==> src/rtl/ha_array_pkg.sv <==
// Shared constants and types for the approximate 8x8 half-adder array
// row accumulator.
package ha_array_pkg;

    localparam int HA_T_W    = 9;
    localparam int HA_B_W    = 7;
    localparam int HA_ROWS   = 4;
    localparam int HA_PROD_W = 16;
    localparam int HA_ACC_W  = 17;

    typedef enum logic [1:0] {
        IDLE = 2'd0,
        ACC  = 2'd1,
        DONE = 2'd2
    } ha_state_e;

    // One half-adder row pair: top (sum) row and bottom (carry) row.
    typedef struct packed {
        logic [HA_T_W-1:0] t;
        logic [HA_B_W-1:0] b;
    } ha_row_pair_t;

endpackage

==> src/rtl/ha_row_weight.sv <==
// Combinational weighting of one row pair: R_k = (t + (b << 2)) << 2K,
// zero-extended to the accumulator width.
module ha_row_weight
    import ha_array_pkg::*;
#(
    parameter int K = 0
) (
    input  logic [HA_T_W-1:0]   t_i,
    input  logic [HA_B_W-1:0]   b_i,
    output logic [HA_ACC_W-1:0] r_o
);

    // Carry row sits two bit positions above the top row; 10 bits holds
    // the largest pair value (1019) before the row shift.
    logic [9:0] base;

    assign base = {1'b0, t_i} + {1'b0, b_i, 2'b00};
    assign r_o  = {7'b0, base} << (2 * K);

endmodule

==> src/rtl/ha_array_accumulator.sv <==
// Latches one set of four half-adder row pairs, sums them into a 17-bit
// accumulator over 4/ROWS_PER_CYCLE cycles, then holds the product until
// downstream takes it.
module ha_array_accumulator
    import ha_array_pkg::*;
#(
    parameter int ROWS_PER_CYCLE = 2
) (
    input  logic                 clk,
    input  logic                 rst_n,
    input  logic                 in_valid,
    output logic                 in_ready,
    input  logic [HA_T_W-1:0]    ha_array_0_t,
    input  logic [HA_B_W-1:0]    ha_array_0_b,
    input  logic [HA_T_W-1:0]    ha_array_1_t,
    input  logic [HA_B_W-1:0]    ha_array_1_b,
    input  logic [HA_T_W-1:0]    ha_array_2_t,
    input  logic [HA_B_W-1:0]    ha_array_2_b,
    input  logic [HA_T_W-1:0]    ha_array_3_t,
    input  logic [HA_B_W-1:0]    ha_array_3_b,
    output logic                 out_valid,
    input  logic                 out_ready,
    output logic [HA_PROD_W-1:0] p,
    output logic                 ovf
);

    localparam int         RPC      = ROWS_PER_CYCLE;
    localparam int         GROUPS   = HA_ROWS / RPC;
    localparam logic [1:0] LAST_CNT = 2'(GROUPS - 1);

    generate
        if (RPC != 1 && RPC != 2 && RPC != 4) begin : g_bad_rpc
            $error("ha_array_accumulator: ROWS_PER_CYCLE must be 1, 2 or 4");
        end
    endgenerate

    ha_state_e            state_q, state_d;
    logic [1:0]           cnt_q, cnt_d;
    logic [HA_ACC_W-1:0]  acc_q, acc_d;
    ha_row_pair_t         rows_q [HA_ROWS];
    ha_row_pair_t         rows_d [HA_ROWS];
    ha_row_pair_t         in_rows [HA_ROWS];
    logic [HA_ACC_W-1:0]  weight [HA_ROWS];
    logic [HA_ACC_W-1:0]  group_sum;
    logic [1:0]           idx;

    assign in_rows[0] = {ha_array_0_t, ha_array_0_b};
    assign in_rows[1] = {ha_array_1_t, ha_array_1_b};
    assign in_rows[2] = {ha_array_2_t, ha_array_2_b};
    assign in_rows[3] = {ha_array_3_t, ha_array_3_b};

    generate
        for (genvar gi = 0; gi < HA_ROWS; gi++) begin : g_weight
            ha_row_weight #(.K(gi)) u_weight (
                .t_i (rows_q[gi].t),
                .b_i (rows_q[gi].b),
                .r_o (weight[gi])
            );
        end
    endgenerate

    // Sum of the RPC weighted rows belonging to the current group.
    always_comb begin
        group_sum = '0;
        idx       = '0;
        for (int j = 0; j < RPC; j++) begin
            idx       = 2'(int'(cnt_q) * RPC + j);
            group_sum = group_sum + weight[idx];
        end
    end

    // Next-state logic: accept in IDLE, accumulate in ACC, hold in DONE.
    always_comb begin
        state_d = state_q;
        cnt_d   = cnt_q;
        acc_d   = acc_q;
        rows_d  = rows_q;
        case (state_q)
            IDLE: begin
                if (in_valid) begin
                    rows_d  = in_rows;
                    acc_d   = '0;
                    cnt_d   = '0;
                    state_d = ACC;
                end
            end
            ACC: begin
                acc_d = acc_q + group_sum;
                if (cnt_q == LAST_CNT) begin
                    state_d = DONE;
                end else begin
                    cnt_d = cnt_q + 2'd1;
                end
            end
            DONE: begin
                if (out_ready) begin
                    state_d = IDLE;
                end
            end
            default: state_d = IDLE;
        endcase
    end

    // State, counter, accumulator and row registers with synchronous reset.
    always_ff @(posedge clk) begin
        if (!rst_n) begin
            state_q <= IDLE;
            cnt_q   <= '0;
            acc_q   <= '0;
            for (int k = 0; k < HA_ROWS; k++) begin
                rows_q[k] <= '0;
            end
        end else begin
            state_q <= state_d;
            cnt_q   <= cnt_d;
            acc_q   <= acc_d;
            for (int k = 0; k < HA_ROWS; k++) begin
                rows_q[k] <= rows_d[k];
            end
        end
    end

    assign in_ready  = (state_q == IDLE);
    assign out_valid = (state_q == DONE);
    assign p         = acc_q[HA_PROD_W-1:0];
    assign ovf       = acc_q[HA_ACC_W-1];

endmodule
==> config.mk <==
export PLATFORM = sky130hd
export DESIGN_NAME = ha_array_accumulator
export DESIGN_NICKNAME = d
export VERILOG_FILES = /design/src/rtl/ha_array_pkg.sv /design/src/rtl/ha_row_weight.sv /design/src/rtl/ha_array_accumulator.sv
export SDC_FILE = /design/constraint.sdc
export NUM_CORES = 1
export LEC_CHECK = 0
export ABC_AREA = 1
export CORE_UTILIZATION = 50
export CTS_CLUSTER_SIZE = 40
export DETAILED_ROUTE_END_ITERATION = 12
export GPL_TIMING_DRIVEN = 0
export PLACE_DENSITY = 0.73
export SYNTH_ARGS = -nofsm -noshare
export SYNTH_HDL_FRONTEND = slang
export SYNTH_HIERARCHICAL = 1
export SYNTH_SLANG_ARGS = --single-unit
export TNS_END_PERCENT = 5
==> constraint.sdc <==
create_clock -name clk -period 3.2 [get_ports clk]
set_input_delay 0.96 -clock clk [delete_from_list [all_inputs] [get_ports clk]]
set_output_delay 0.96 -clock clk [all_outputs]
set_load 0.02 [all_outputs]
======== Yosys cells after proc, flatten, opt, wreduce, memory -nomap -nowiden ========
Index checks and enable logic that the tools add are counted.
word-level totals
  output and inout bits ................... 19
  logic and storage cells ................. 51
  latch bits .............................. 0
  input port bits ......................... 68
  register bits ........................... 85
  bits in read-only memories .............. 0
  memories kept ........................... 0
  bits in writable memories ............... 0
operators by class
  bitwise operators ....................... 2
  divide/modulo/power cells ............... 0
  shift operators ......................... 0
  reduce and logical (&&, ||, !) cells .... 6
  $mul .................................... 0
  add/sub/neg operators ................... 8
  mux-type cells .......................... 15
  magnitude comparators ................... 2
  equal/unequal tests ..................... 7
operators by type and width
  cell                 number
  $mux 17              5
  $bmux 17 s2          2
  $add 9x9->10         4
  $add 17x17->17       2
  $pmux 17 s2          1
  $mux 2               5
  $ge 3x3->1 const B   2
  $ne 2x2->1 const B   3
  $not 2->3            2
  $pmux 2 s3           1
  $reduce_and 3->1     2
  $add 2x1->2 const B  2
  $eq 2x1->1 const B   2
  $pmux 2 s2           1
  $reduce_and 2->1     2
  $eq 2x2->1 const B   1
  $logic_not 2->1      1
  $ne 2x1->1 const B   1
  $reduce_bool 2->1    1

======== Depth between registers and ports, before layout ========
Gate-level depths: netlist (run 1).
  depth in word-level cells ............... 8
  gate-level depth with buffers ........... 21
  depth with buffers taken out ............ 21

======== Modules after synthesis ========
The synthesis (run 1) kept the hierarchy.
by module, submodules not included
  module                                     area each (µm²)  instances  seq. area each (µm²)  cells an instance
  ha_array_accumulator                       4818.4           1          1701.6                688
  ha_row_weight at g_weight[0].u_weight ...  384.1            2          0.0                   62
  ha_row_weight at g_weight[2].u_weight ...  379.1            2          0.0                   62

======== Worst setup path after synthesis (run 1) ========
Ideal clock, no wire load.
  path type ............................... register -> register
  start ................................... reg rows_q[16] in the netlist's numbering
  end ..................................... reg acc_q[16]
  path buffers ............................ 0
  cell stages (with the launch flop) ...... 19
  slack ................................... 0.302 ns
  required time ........................... 3.067 ns
  data arrival time ....................... 2.765 ns
  cells stage by stage .................... dfxtp_1 > ha_1 > inv_1 > fa_1 > nor2_1 > nor2_1 > xnor2_1 > nand2_1 > nand2_1 > fa_1 > ha_1 > nand2_1 > inv_1 > nand2_1 > nand2_1 > a21oi_1 > nand3_1 > nand3_1 > a21oi_2
RTL lines
  item                             RTL line                     source
  start, declared                  ha_array_accumulator.sv:40   ha_row_pair_t rows_q [HA_ROWS];
  start signal, assigned by index  ha_array_accumulator.sv:118  rows_q[k] <= rows_d[k];
  end signal, assigned             ha_array_accumulator.sv:109  acc_q <= '0;
  end signal, assigned             ha_array_accumulator.sv:116  acc_q <= acc_d;
  end, declared                    ha_array_accumulator.sv:39   logic [HA_ACC_W-1:0] acc_q, acc_d;

==> results of run 1 <==
Yosys cell counts:
cell type	instances	area, µm²
nand3_1	22	110
nand4_1	5	31.3
buf_4	38	285
mux2i_1	4	40.0
nor2_4	1	11.3
conb_1	4	15.0
nor2_2	3	18.8
nor3_2	1	10.0
nand3_2	6	60.1
inv_2	3	11.3
clkbuf_1	12	45.0
o21ai_0	73	365
xnor2_1	12	105
or2_1	5	31.3
a211oi_1	1	7.51
and2_1	1	6.26
nand2_2	5	31.3
a21oi_2	3	26.3
nor2_1	162	608
or2_2	1	6.26
buf_2	5	25.0
ha_1	44	551
dfxtp_1	85	1700
nor2_8	1	20.0
inv_1	88	330
clkinv_1	4	15.0
nand2_1	262	983
a21o_1	2	15.0
nor3_1	3	15.0
inv_4	1	6.26
nand3b_1	5	37.5
a21oi_1	40	200
buf_12	6	120
buf_6	7	78.8
fa_1	21	420
flip-flops by register name, indices dropped and copies added, names as in the netlist:
name     count
rows_q      64
acc_q       17
cnt_q        2
state_q      2
worst min path at each step:
stage          startpoint          to  cells past startpoint  slack [ps]
2_1_floorplan  rows_q[23]  rows_q[23]                      2         450
3_3_place_gp   rows_q[24]  rows_q[24]                      2         470
3_5_place_dp   rows_q[56]  rows_q[56]                      2         470
4_1_cts          acc_q[1]    acc_q[1]                      2         490
5_1_grt        rows_q[41]  rows_q[41]                      2         510
6_report       rows_q[41]  rows_q[41]                      2         480
power by group through the flow:
stage          Sequential, mW  Combinational [mW]  Clock (mW)
2_1_floorplan            1.36                1.55           0
3_3_place_gp             1.34                2.10           0
3_5_place_dp             1.34                2.13           0
4_1_cts                  1.31                2.21        1.27
5_1_grt                  1.34                2.83        1.32
6_report                 1.32                2.53        1.25
repair_timing:
action	4_1_cts	5_1_grt
resized for setup	5	58
buffers inserted	0	3
endpoints found under the setup margin	3	11
hold buffers	0	0
pin swaps	0	23
gates cloned	0	0
stage by stage:
step	total power, mW	setup TNS, ps	instances	worst slack, ps
global route	5.48	-135	1233	-38.3
detailed placement	3.47	-35.8	1214	-18.6
finish	5.10	0	1233	109
floorplan	2.90	0	960	302
global placement	3.43	0	1214	17.5
CTS	4.79	0	1230	26.0
final cells by class:
| cell class | instances | share of cell area [%] |
|---|---|---|
| repair buffers | 89 | 10.8 |
| plain buffers | 68 | 6.79 |
| multi-input cells | 711 | 50.1 |
| well taps | 168 | 2.57 |
| flip-flops and latches | 85 | 20.9 |
| clock buffers | 9 | 2.76 |
| clock inverters | 7 | 1.59 |
| inverters | 96 | 4.44 |
logic make-up after synthesis:
family / synth area share, %
flip-flops: 26.8
AO/OA/AOI/OAI: 9.68
other: 0.237
multiplexers: 0.631
adder cells (fa/ha/maj): 15.3
buffers and inverters: 14.5
AND/OR/NAND/NOR: 31.2
XOR/XNOR: 1.66
worst max-delay path, stage by stage, from the launching register on:
cell	delay, ps
dfxtp_2	330
ha_2	170
inv_1	50
fa_2	390
nor2_2	100
nor2_1	50
xnor2_1	180
nand2_1	90
nand2_2	80
fa_1	460
ha_4	320
nand2_1	60
inv_2	80
nand2_2	70
nor3_2	200
nand2_2	80
nand2_1	60
nand2_1	60
nand3_2	60
a21oi_2	50
layer usage:
metal / vias up / routed length [µm]
met3: 12 / 346
li1: 3109 / -
met2: 80 / 7090
met5: - / 0
met1: 2554 / 7100
met4: 0 / 176
==> impl_metrics.env, run 1 <==
export IMPL_min_path_type="flip-flop to flip-flop"
export IMPL_h_tree_depth=3
export IMPL_worst_setup_path_start_kind="flip-flop"
export IMPL_post_route_period_util_pct=96.6
export IMPL_leakagePower_nw=3.95
export IMPL_fillers=1160
export IMPL_grt_overflow_total=0
export IMPL_grt_pass1_wl_mm=23.8
export IMPL_fin_skew_ps=6.54
export IMPL_final_common_cell="nand2_1"
export IMPL_max_slew_margin_pct=50.8
export IMPL_ys_ff_latch=85
export IMPL_place_hpwl_mm=11.5
export IMPL_top_usage_layer="met2"
export IMPL_insertion_delay_ps=350
export IMPL_end_kind="flip-flop"
export IMPL_diodes=0
export IMPL_fin_util_pct=66.9
export IMPL_numPortBuffers=86
export IMPL_hold_viol=0
export IMPL_io_pins=87
export IMPL_yosysUniqueCellTypes=35
export IMPL_whs_ps=481
export IMPL_power_switching_mw=2.00
export IMPL_yosys_warnings=6
export IMPL_crit_start="rows_q[32]"
export IMPL_use_met2_pct=42.5
export IMPL_grt_use_total_pct=23.5
export IMPL_crit_required_ps=3410
export IMPL_vias=5755
export IMPL_p_comb_share_pct=49.6
export IMPL_ir_worst_vdd_uv=485
export IMPL_clk_path_buf_depth=2
export IMPL_area_delta_synth_final_pct=28.7
export IMPL_rr_worst_depth=19
export IMPL_multi_input_area_um2=4090
export IMPL_dieArea_um2=13100
export IMPL_regArea_um2=1710
export IMPL_worstReg2RegEnd="acc_q[16]"
export IMPL_setup_viol=0
export IMPL_min_period_ps=3090
export IMPL_crit_fanout=5
export IMPL_die_w_um=115
export IMPL_dr_first_iter_drc_count=224
export IMPL_switching_share_pct=39.2
export IMPL_grt_max_degree=17
export IMPL_grt_antenna_before_repair=0
export IMPL_routed_via_density=4.67
export IMPL_power_share_clock_pct=24.5
export IMPL_drc_errors=0
export IMPL_path_clk_slew_ps=70
export IMPL_avgSynthCellArea_um2=6.78
export IMPL_r2r_start="rows_q[32]"
export IMPL_worst_pin_slew_ps=738
export IMPL_seqPwrFrac_pct=25.9
export IMPL_status="complete, no violations"
export IMPL_rows=40
export IMPL_cts_buffers_inserted=9
export IMPL_cts_tree="built"
export IMPL_wl_per_cell_um=11.9
export IMPL_cts_sinks=85
export IMPL_grtUsageMet3_pct=3.92
export IMPL_gp_congestion=0.885
export IMPL_final_nets=1193
export IMPL_internal_power_mw=3.10
export IMPL_drtAntennaViolNets=0
export IMPL_worstSetupEndpoint="acc_q[16]"
export IMPL_core_area_um2=12200
export IMPL_criticalPathCategory="flip-flop to flip-flop"
export IMPL_maxCapViolations=0
export IMPL_cts_root_buf="clkbuf_16"
export IMPL_max_freq_mhz=323
export IMPL_drive_gt1_share_pct=15.0
export IMPL_final_area_um2=8170
export IMPL_worstPathArrival_ps=3300
export IMPL_netlist_instances=936
export IMPL_fp_dieH_um=115
export IMPL_power_density_nw_per_um2=624
export IMPL_placed_cell_area_um2=7510
export IMPL_layout_common_cells="nand2_1 (246), nor2_1 (157), clkdlybuf4s50_1 (86)"
export IMPL_drt_total_wl_mm=14.7
export IMPL_final_max_slew_viol_count=0
export IMPL_dr_pass1_iters=5
export IMPL_grt_pass1_vias=5316
export IMPL_initial_core_util_pct=52.0
export IMPL_ys_seq_area_share_pct=26.8
export IMPL_met1_usage_pct=28.8
export IMPL_synth_area_um2=6340
export IMPL_r2r_slack_ps=110
export IMPL_rsz0062_at_grt="true"
No activity file was read; power rests on OpenSTA's default activity.
==> run 2, diff against run 1 <==
--- a/config.mk
+++ b/config.mk
@@ -6,11 +6,13 @@
 export NUM_CORES = 1
 export LEC_CHECK = 0
 export ABC_AREA = 1
-export CORE_UTILIZATION = 50
+export CORE_UTILIZATION = 25
+export CTS_BUF_LIST = sky130_fd_sc_hd__clkbuf_8
+export CTS_CLUSTER_DIAMETER = 40
 export CTS_CLUSTER_SIZE = 40
 export DETAILED_ROUTE_END_ITERATION = 12
 export GPL_TIMING_DRIVEN = 0
-export PLACE_DENSITY = 0.73
+export PLACE_DENSITY = 0.42
 export SYNTH_ARGS = -nofsm -noshare
 export SYNTH_HDL_FRONTEND = slang
 export SYNTH_HIERARCHICAL = 1
==> impl_metrics.env, run 2 (synthesis results as in run 1) <==
export IMPL_die_w_um=161
export IMPL_hold_viol=0
export IMPL_worst_pin_slew_ps=819
export IMPL_dr_pass1_iters=4
export IMPL_status="complete, no violations"
export IMPL_pre_cts_slack_ps=-116
export IMPL_leakagePower_nw=3.98
export IMPL_worst_setup_path_start_kind="flip-flop"
export IMPL_total_power_mw=5.15
export IMPL_regMostFlops="rows_q"
export IMPL_drt_total_wl_mm=17.2
export IMPL_crit_fanout=4
export IMPL_largest_reg_flops=64
export IMPL_final_max_slew_viol_count=0
export IMPL_final_nets=1198
export IMPL_grt_use_total_pct=13.8
export IMPL_diodes=0
export IMPL_placed_cell_area_um2=7700
export IMPL_max_slew_margin_pct=45.4
export IMPL_cts_buffers_inserted=9
export IMPL_regArea_um2=1720
export IMPL_setup_viol=0
export IMPL_route_met2_wl_mm=8.14
export IMPL_whs_ps=491
export IMPL_fin_cells=1393
export IMPL_top_layer="met4"
export IMPL_wl_met1_mm=8.47
export IMPL_path_clk_slew_ps=100
export IMPL_multi_input_area_um2=4270
export IMPL_min_period_ps=3070
export IMPL_end_kind="flip-flop"
export IMPL_rsz0062_at_grt="true"
export IMPL_wl_per_cell_um=12.4
export IMPL_cts_root_buf="clkbuf_8"
export IMPL_numPortBuffers=86
export IMPL_insertion_delay_ps=380
export IMPL_grt_max_degree=16
export IMPL_io_pins=87
export IMPL_crit_required_ps=3440
export IMPL_max_freq_mhz=326
export IMPL_worstPathArrival_ps=3310
export IMPL_clk_path_buf_depth=2
export IMPL_cts_tree="built"
export IMPL_grt_overflow_total=0
export IMPL_grt_pass1_vias=5531
export IMPL_vias=5700
export IMPL_drc_errors=0
export IMPL_layout_common_cells="nand2_1 (235), nor2_1 (157), clkdlybuf4s50_1 (86)"
export IMPL_met3WireLength_um=392
export IMPL_dr_first_iter_drc_count=167
export IMPL_finalWorstSetupSlack_ps=134
export IMPL_drtAntennaViolNets=0
export IMPL_gp_congestion=0.822
export IMPL_routed_via_density=4.09
export IMPL_final_common_cell="nand2_1"
export IMPL_dieArea_um2=26000
export IMPL_fp_dieH_um=161
export IMPL_cts_sinks=85
export IMPL_dp_cells=1370
export IMPL_core_area_um2=24600
export IMPL_initial_core_util_pct=25.8
export IMPL_place_hpwl_mm=14.0
export IMPL_min_path_type="flip-flop to flip-flop"
export IMPL_ir_worst_vdd_uv=215
export IMPL_r2r_slack_ps=130
export IMPL_final_area_um2=8460
export IMPL_fillers=2730
export IMPL_criticalPathCategory="flip-flop to flip-flop"
export IMPL_h_tree_depth=3
export IMPL_reg_largest_list="rows_q (64), acc_q (17)"
export IMPL_post_route_period_util_pct=95.8
export IMPL_rows=57
export IMPL_power_density_nw_per_um2=609
export IMPL_maxCapViolations=0
export IMPL_grt_antenna_before_repair=0
export IMPL_grt_pass1_wl_mm=27.8
export IMPL_fin_skew_ps=13.8
export IMPL_drive_gt1_share_pct=18.0
export IMPL_area_delta_synth_final_pct=33.3
run 2: cell count changes in the layout (fill, tap and decap cells not counted), moves of 4 or more:
| cell | change |
|---|---|
| ha_4 | +6 |
| clkbuf_8 | +9 |
| inv_1 | -6 |
| nand2_1 | -11 |
| nand3_2 | +4 |
| clkbuf_16 | -9 |
| nand3_1 | -4 |
| buf_4 | +5 |
| nand2_4 | +9 |
run 2: worst paths after layout:
| check | from | endpoint | cells after the start |
|---|---|---|---|
| max reg2reg | rows_q[57] | acc_q[14] | 19 |
| max | rows_q[57] | acc_q[14] | 19 |
| min | rows_q[23] | rows_q[23] | 2 |
| min reg2reg | rows_q[23] | rows_q[23] | 2 |
run 2: metal layers:
metal / GRT usage (%) / vias to the layer above
li1: - / 3113
met1: 18.1 / 2514
met2: 23.5 / 60
met3: 2.00 / 13
met4: 3.90 / 0
met5: 0 / -
run 2: stage by stage:
| stage | utilization [%] | TNS [ps] |
|---|---|---|
| 6_report | 34.4 | 0 |
| 5_1_grt | 34.4 | -156 |
| 4_1_cts | 32.4 | 0 |
| 3_5_place_dp | 31.3 | -332 |
| 3_3_place_gp | 31.3 | -298 |
| 2_1_floorplan | - | 0 |
run 2: cell type report:
| class | instances | share of cell area (%) |
|---|---|---|
| Buffer | 68 | 6.56 |
| Tap cell | 324 | 4.79 |
| Inverter | 96 | 4.38 |
| Multi-Input combinational cell | 711 | 50.5 |
| Clock buffer | 9 | 1.46 |
| Sequential cell | 85 | 20.3 |
| Clock inverter | 6 | 1.11 |
| Timing Repair Buffer | 94 | 10.9 |
run 2: repair_timing:
item                       in CTS  in global routing
cloned                          0                  0
resized for setup               9                104
setup buffers                   0                  8
pin swaps                       3                 54
setup endpoints to repair       8                 13
hold buffers                    0                  0
run 2: worst max-delay path: stages, from the launching register on:
cell and delay [ps]:
dfxtp_2 370, ha_4 140, inv_2 40, fa_2 390, nor2_1 100, nor2_1 60, xnor2_1 180, nand2_1 80
nand2_2 100, fa_1 450, ha_4 330, nand2_4 70, inv_4 70, nand2_4 50, nor3_2 150, nand2_1 100
nand2_1 70, nand2_1 60, nand3_2 60, a21oi_2 50
run 2: where the power goes:
group,switching (mW),internal [mW],leakage (nW)
Combinational,1.62,1.31,3.17
Clock,0.443,0.444,0.107
Sequential,0.129,1.20,0.705
Total,2.19,2.95,3.98
==> run 3, diff against run 2 <==
--- a/config.mk
+++ b/config.mk
@@ -6,6 +6,7 @@
 export NUM_CORES = 1
 export LEC_CHECK = 0
 export ABC_AREA = 1
+export CAP_MARGIN = 20
 export CORE_UTILIZATION = 25
 export CTS_BUF_LIST = sky130_fd_sc_hd__clkbuf_8
 export CTS_CLUSTER_DIAMETER = 40
==> results of run 3 <==
Same layout as run 2: the final DEF is identical, and so are final timing and power.
